## src/rtl/prog_mem_pkg.sv

```systemverilog
// Shared types and limits for the program memory: FSM states, burst length width, wait-state bound.
// Latency: n/a (declarations only).
// Backpressure: n/a.
package prog_mem_pkg;

    localparam int LEN_W    = 2;
    localparam int MAX_WAIT = 7;
    localparam int WCNT_W   = 3;

    typedef enum logic [1:0] {
        IDLE = 2'd0,
        WAIT = 2'd1,
        RESP = 2'd2
    } state_t;

    // Out-of-range wait-state settings saturate rather than wrap the 3-bit counter.
    function automatic logic [WCNT_W-1:0] clamp_wait(input int ws);
        if (ws > MAX_WAIT)
            return WCNT_W'(MAX_WAIT);
        else if (ws < 0)
            return '0;
        else
            return WCNT_W'(ws);
    endfunction

endpackage

```

## src/rtl/prog_mem_array.sv

```systemverilog
// Synchronous single-port storage, DATA_W x 2**ADDR_W, no reset on contents or read register.
// Latency: rdata valid one edge after re.
// Backpressure: none; rdata holds its value while re is low.
module prog_mem_array #(
    parameter int DATA_W = 8,
    parameter int ADDR_W = 8
) (
    input  logic              clk,
    input  logic              we,
    input  logic              re,
    input  logic [ADDR_W-1:0] addr,
    input  logic [DATA_W-1:0] wdata,
    output logic [DATA_W-1:0] rdata
);

    logic [DATA_W-1:0] mem_q [2**ADDR_W];
    logic [DATA_W-1:0] rdata_q;

    always_ff @(posedge clk) begin
        if (we)
            mem_q[addr] <= wdata;
        if (re)
            rdata_q <= mem_q[addr];
    end

    assign rdata = rdata_q;

endmodule

```

## src/rtl/prog_mem.sv

```systemverilog
// Program memory with valid/ready request/response channels and WAIT_STATES read wait states; PROG_MEM_BURST_EN enables 1-4 beat bursts.
// Latency: read data valid WAIT_STATES+1 edges after acceptance; writes complete at the accepting edge.
// Backpressure: req_ready only in IDLE; rsp_data/rsp_last hold until rsp_ready.
module prog_mem
    import prog_mem_pkg::*;
#(
    parameter int DATA_W      = 8,
    parameter int ADDR_W      = 8,
    parameter int WAIT_STATES = 0
) (
    input  logic              clk,
    input  logic              rst_n,
    input  logic              req_valid,
    output logic              req_ready,
    input  logic              req_we,
    input  logic [ADDR_W-1:0] req_addr,
    input  logic [DATA_W-1:0] req_wdata,
    input  logic [LEN_W-1:0]  req_len,
    output logic              rsp_valid,
    input  logic              rsp_ready,
    output logic [DATA_W-1:0] rsp_data,
    output logic              rsp_last,
    output logic              busy
);

    localparam logic [WCNT_W-1:0] WAIT_LOAD = clamp_wait(WAIT_STATES);

    state_t              state_q, state_d;
    logic [ADDR_W-1:0]   addr_q, addr_d;
    logic [WCNT_W-1:0]   wcnt_q, wcnt_d;
    logic                last_q, last_d;
    logic                req_acc, rd_fire, rsp_hs, beat_last;
    logic [ADDR_W-1:0]   mem_addr;
    logic [DATA_W-1:0]   mem_rdata;

`ifdef PROG_MEM_BURST_EN
    logic [LEN_W-1:0]    beats_q, beats_d;
    assign beat_last = (beats_q == '0);
`else
    logic                unused_len;
    assign unused_len = ^req_len;
    assign beat_last  = 1'b1;
`endif

    assign req_ready = (state_q == IDLE);
    assign busy      = (state_q != IDLE);
    assign rsp_valid = (state_q == RESP);
    assign req_acc   = req_valid && req_ready;
    assign rd_fire   = (state_q == WAIT) && (wcnt_q == '0);
    assign rsp_hs    = rsp_valid && rsp_ready;
    assign mem_addr  = req_ready ? req_addr : addr_q;

    // Array read register has no reset; gating by RESP gives the zero reset value.
    assign rsp_data  = rsp_valid ? mem_rdata : '0;
    assign rsp_last  = last_q;

    prog_mem_array #(
        .DATA_W (DATA_W),
        .ADDR_W (ADDR_W)
    ) u_array (
        .clk   (clk),
        .we    (req_acc && req_we),
        .re    (rd_fire),
        .addr  (mem_addr),
        .wdata (req_wdata),
        .rdata (mem_rdata)
    );

    always_comb begin
        state_d = state_q;
        addr_d  = addr_q;
        wcnt_d  = wcnt_q;
        last_d  = last_q;
`ifdef PROG_MEM_BURST_EN
        beats_d = beats_q;
`endif
        case (state_q)
            IDLE: begin
                if (req_acc && !req_we) begin
                    addr_d  = req_addr;
                    wcnt_d  = WAIT_LOAD;
                    state_d = WAIT;
`ifdef PROG_MEM_BURST_EN
                    beats_d = req_len;
`endif
                end
            end
            WAIT: begin
                if (wcnt_q == '0) begin
                    last_d  = beat_last;
                    state_d = RESP;
                end else begin
                    wcnt_d = wcnt_q - WCNT_W'(1);
                end
            end
            RESP: begin
                if (rsp_hs) begin
`ifdef PROG_MEM_BURST_EN
                    if (last_q) begin
                        state_d = IDLE;
                    end else begin
                        addr_d  = addr_q + ADDR_W'(1);
                        beats_d = beats_q - LEN_W'(1);
                        wcnt_d  = WAIT_LOAD;
                        state_d = WAIT;
                    end
`else
                    state_d = IDLE;
`endif
                end
            end
            default: state_d = IDLE;
        endcase
    end

    always_ff @(posedge clk or negedge rst_n) begin
        if (!rst_n) begin
            state_q <= IDLE;
            addr_q  <= '0;
            wcnt_q  <= '0;
            last_q  <= 1'b0;
`ifdef PROG_MEM_BURST_EN
            beats_q <= '0;
`endif
        end else begin
            state_q <= state_d;
            addr_q  <= addr_d;
            wcnt_q  <= wcnt_d;
            last_q  <= last_d;
`ifdef PROG_MEM_BURST_EN
            beats_q <= beats_d;
`endif
        end
    end

endmodule
```

## config.mk

```make
export PLATFORM = sky130hd
export DESIGN_NAME = prog_mem
export DESIGN_NICKNAME = d
export VERILOG_FILES = /design/src/rtl/prog_mem_pkg.sv /design/src/rtl/prog_mem_array.sv /design/src/rtl/prog_mem.sv
export SDC_FILE = /design/constraint.sdc
export NUM_CORES = 2
export LEC_CHECK = 0
export ABC_AREA = 1
export CORE_MARGIN = 2
export CORE_UTILIZATION = 65
export DETAILED_ROUTE_END_ITERATION = 10
export GPL_TIMING_DRIVEN = 0
export HOLD_SLACK_MARGIN = 0.06
export PLACE_DENSITY = 0.84
export SLEW_MARGIN = 40
export SYNTH_ARGS = -nofsm -noshare
export SYNTH_HDL_FRONTEND = slang
export SYNTH_SLANG_ARGS = --single-unit
```

## constraint.sdc

```tcl
create_clock -name clk -period 7.9 [get_ports clk]
set_clock_uncertainty 0.15 [all_clocks]
set_input_delay 1.58 -clock clk [delete_from_list [all_inputs] [get_ports clk]]
set_output_delay 1.58 -clock clk [all_outputs]
set_load 0.01 [all_outputs]
```

==> impl_summary.txt <==
----------------------------------------------------
[Yosys]
  Cell accounting for the most synthesized area ... edfxtp_1
  Yosys warns ... 0
  Cell types occupying the most area after synthesis ... edfxtp_1 70%, nand2_1 22%, nand3_1 1.9%
  Number of storage elements in the synthesis netlist ... 2070
  Total nets after synthesis ... 8558
  Number of different library cells in the post-synthesis netlist ... 32
  Fraction of post-synthesis cell area in the top cell type by area ... 70.4%
  Post-synthesis instance total ... 8533
  Average cell area after synthesis ... 10.3 µm²
  Sequential fraction of the synthesis area ... 70.8%
  Area of the mapped netlist ... 87600 µm²

[GRT]
  Pin count of the biggest net entering global routing ... 83
  Vias in the first global route ... 61700
  Global-route wire length before repair ... 380 mm
  Remaining global-route overflow ... 0
  Number of antenna violations at the first check in global routing ... 15
  Tot GR Track Use ... 38.2%

[STA]
  Final period utilization ... 71.7%
  Setup repair after global routing missed its margin ... false
  Min Clock Period, post-route ... 5.67 ns
  Maximum achievable frequency ... 0.176 GHz
  Final hold vios ... 0
  Accumulated negative setup slack ... 0 ns
  Slew at the pin closest to its max-slew limit ... 1.01 ns
  Final setup violation count ... 0
  Worst Hold Slack ... 0.363 ns
  Setup WS post-layout ... 2.23 ns
  Worst slew margin relative to its limit ... 32.7%
  Total count of max-transition violations in the final report ... 0

[Worst setup path]
  Startpoint class of the critical path ... flop
  Crit-path max FO ... 9
  Worst reg-to-reg setup slack ... 2.68 ns
  Worst reg2reg path endpoint ... u_array.mem_q[115][5]
  Critical path start-end classification ... reg2out
  Kind of end point of the critical path ... output port
  Worst R2R Start ... state_q[1]
  Worst endpoint required time ... 6.17 ns
  Arrival time at the worst endpoint ... 3.94 ns
  Number of cells on the worst reg-to-reg path ... 7

[CTS]
  Clock input transition at the sequential cells of the worst setup and hold paths ... 0.06 ns
  Count of hold-fix buffers inserted at cts ... 0
  CTS buffer count ... 194
  Number of levels the H-tree was split into ... 4
  Number of instances resized during post-cts repair ... 0
  Latest clock arrival within the worst-skew pair ... 0.86 ns
  CTS Buffer Depth ... 3
  Clock tree from TritonCTS ... done
  CTS Root Cell ... clkbuf_16
  Number of buffers inserted by post-CTS setup repair ... 0
  Number of sinks on the clock net ... 2070

[Place]
  Cell area after placement ... 91000 µm²
  Detail Placement HPWL ... 178 mm
  Count of port buffers added during placement ... 32
  Weighted congestion reported at the end of routability-driven placement ... 1.05
  Dpl ws ... 1.64 ns

[Worst hold path]
  Number of instances on the worst hold path ... 2
  Endpoint of the worst hold-timing path ... addr_q[7]
  Worst min-delay path category ... reg2reg
  Launch instance of the worst min-delay path ... addr_q[7]

[Floorplanning]
  Height of the die ... 371 µm
  Initial core utilization ... 65.6%
  Die Span X ... 371 µm
  Overall die area ... 138000 µm²
  Total number of placement rows ... 134
  Number of top-level pins ... 35
  Floorplan Core Area ... 134000 µm²

[Final layout]
  Area of all placed cells without fillers ... 97000 µm²
  Util after Layout ... 72.6%
  Area of the multi-input gates ... 23200 µm²
  Most frequent cells in the layout ... 5093 x nand2_1, 2056 x edfxtp_1, 345 x nor2_1, 330 x nand3_1, 307 x buf_2
  Area delta synth->final ... 10.7%
  Count of fill cells added during filler insertion ... 8343
  Proportion of layout cells with a drive suffix above 1 ... 7.64%
  FF+latch area ... 62100 µm²
  Post-layout net count ... 8815
  Most frequent standard cell in the layout excluding fill and tap cells ... nand2_1

[Power]
  Clock Power Share ... 23.2%
  Combinational fraction of design power ... 45.0%
  Sw frac ... 45.1%
  Static Leak ... 39.9 nW
  Reg power frac ... 31.8%
  Maximum ir drop on the vdd rail ... 290 µV
  Internal power ... 21.2 mW
  Switching power of the nets ... 17.4 mW
  Areal power density over the cells ... 397 nW/µm²

[Drt]
  DRC Markers ... 0
  Pre-antenna DRT Iters ... 8
  Via density per instance ... 6.07
  Per-cell routed wire length ... 24.5 µm
  Via count ... 65100
  Total routed wirelength ... 263 mm
  DRC violation total after the first TritonRoute iteration ... 11200
  DRT antenna net count ... 0

[Outcome]
  Status ... complete, no violations

[Flow run]
  Max Cap Viol ... 0

----------------------------------------------------
==> synthesized netlist by cell type, drive strengths merged <==
library cell,count
nand2,5109
edfxtp,2056
nor2,360
buf,358
nand3,330
o21ai,145
clkbuf,112
inv,33
dfrtp,14
nor3,4
a21oi,2
ha,2
nand3b,2
a211oi,1
and2,1
clkinv,1
nor4,1
o21bai,1
or2,1
==> cells by family (layout without fill, tap and decap cells) <==
group	after synthesis	after routing	share of synthesized area (%)
buffers and inverters	504	920	2.74
adders and majority gates	2	2	0.0285
other	0	9	0
DFF	2070	2070	70.8
AOI/OAI and AO/OA	149	149	0.879
and+or+nand+nor	5808	5808	25.5
==> layer usage <==
metal	routed length (µm)	part of all wire [%]	GRT usage [%]	vias up
li1	-	-	-	28500
met1	88300	34	49.4	30400
met2	114000	44	56.3	5136
met3	41300	16	12.7	1013
met4	18800	7.2	23.7	10
met5	64	0.024	0.0350	-
==> registers in the layout, indices dropped and copies added (netlist names) <==
| signal | flops |
|---|---|
| state_q | 2 |
| u_array.mem_q | 2048 |
| u_array.rdata | 8 |
| addr_q | 8 |
| wcnt_q | 3 |
| rsp_last | 1 |
==> critical path, stage by stage (launching register included) <==
cell	delay (ns)
dfrtp_1	0.54
inv_2	0.08
nor2_1	0.52
clkinv_1	0.60
nor2_1	0.66
clkdlybuf4s50_1	0.66
==> layout make-up <==
cell class | instances | area share (%)
inverters | 34 | 0.132
diodes | 9 | 0.0232
repair buffers | 61 | 1.14
clock buffers | 241 | 5.25
multi-input cells | 5959 | 23.9
well taps | 1768 | 2.28
clock inverters | 114 | 0.907
flip-flops and latches | 2070 | 64.0
plain buffers | 470 | 2.36
==> how the worst max path moves through the flow <==
stage | slack [ns] | to | start | depth (start not counted)
2_1_floorplan | 4.19 | u_array.mem_q[131][0] | req_addr[0] | 10
6_report | 2.23 | rsp_data[3] | state_q[1] | 5
3_3_place_gp | -4.33 | u_array.mem_q[93][2] | req_wdata[2] | 1
5_1_grt | 2.36 | rsp_data[5] | state_q[1] | 5
3_5_place_dp | 1.64 | u_array.mem_q[223][4] | req_addr[3] | 10
4_1_cts | 2.43 | rsp_data[3] | state_q[1] | 5
==> power by group through the flow <==
stage | clock (mW) | sequential, mW | combinational [mW]
after floorplan | 0 | 12.5 | 9.81
after global placement | 0 | 12.6 | 15.7
after detailed placement | 0 | 12.5 | 16.2
after CTS | 8.88 | 12.3 | 16.4
after global routing | 9.30 | 12.3 | 18.3
final | 8.95 | 12.3 | 17.3
==> per-stage QoR <==
| stage | power [mW] | instances |
|---|---|---|
| global placement | 28.3 | 10300 |
| floorplan | 22.3 | 8533 |
| detailed placement | 28.7 | 10400 |
| CTS | 37.6 | 10700 |
| finish | 38.5 | 10700 |
| global route | 39.9 | 10700 |
(Power assumes the default switching activity.)
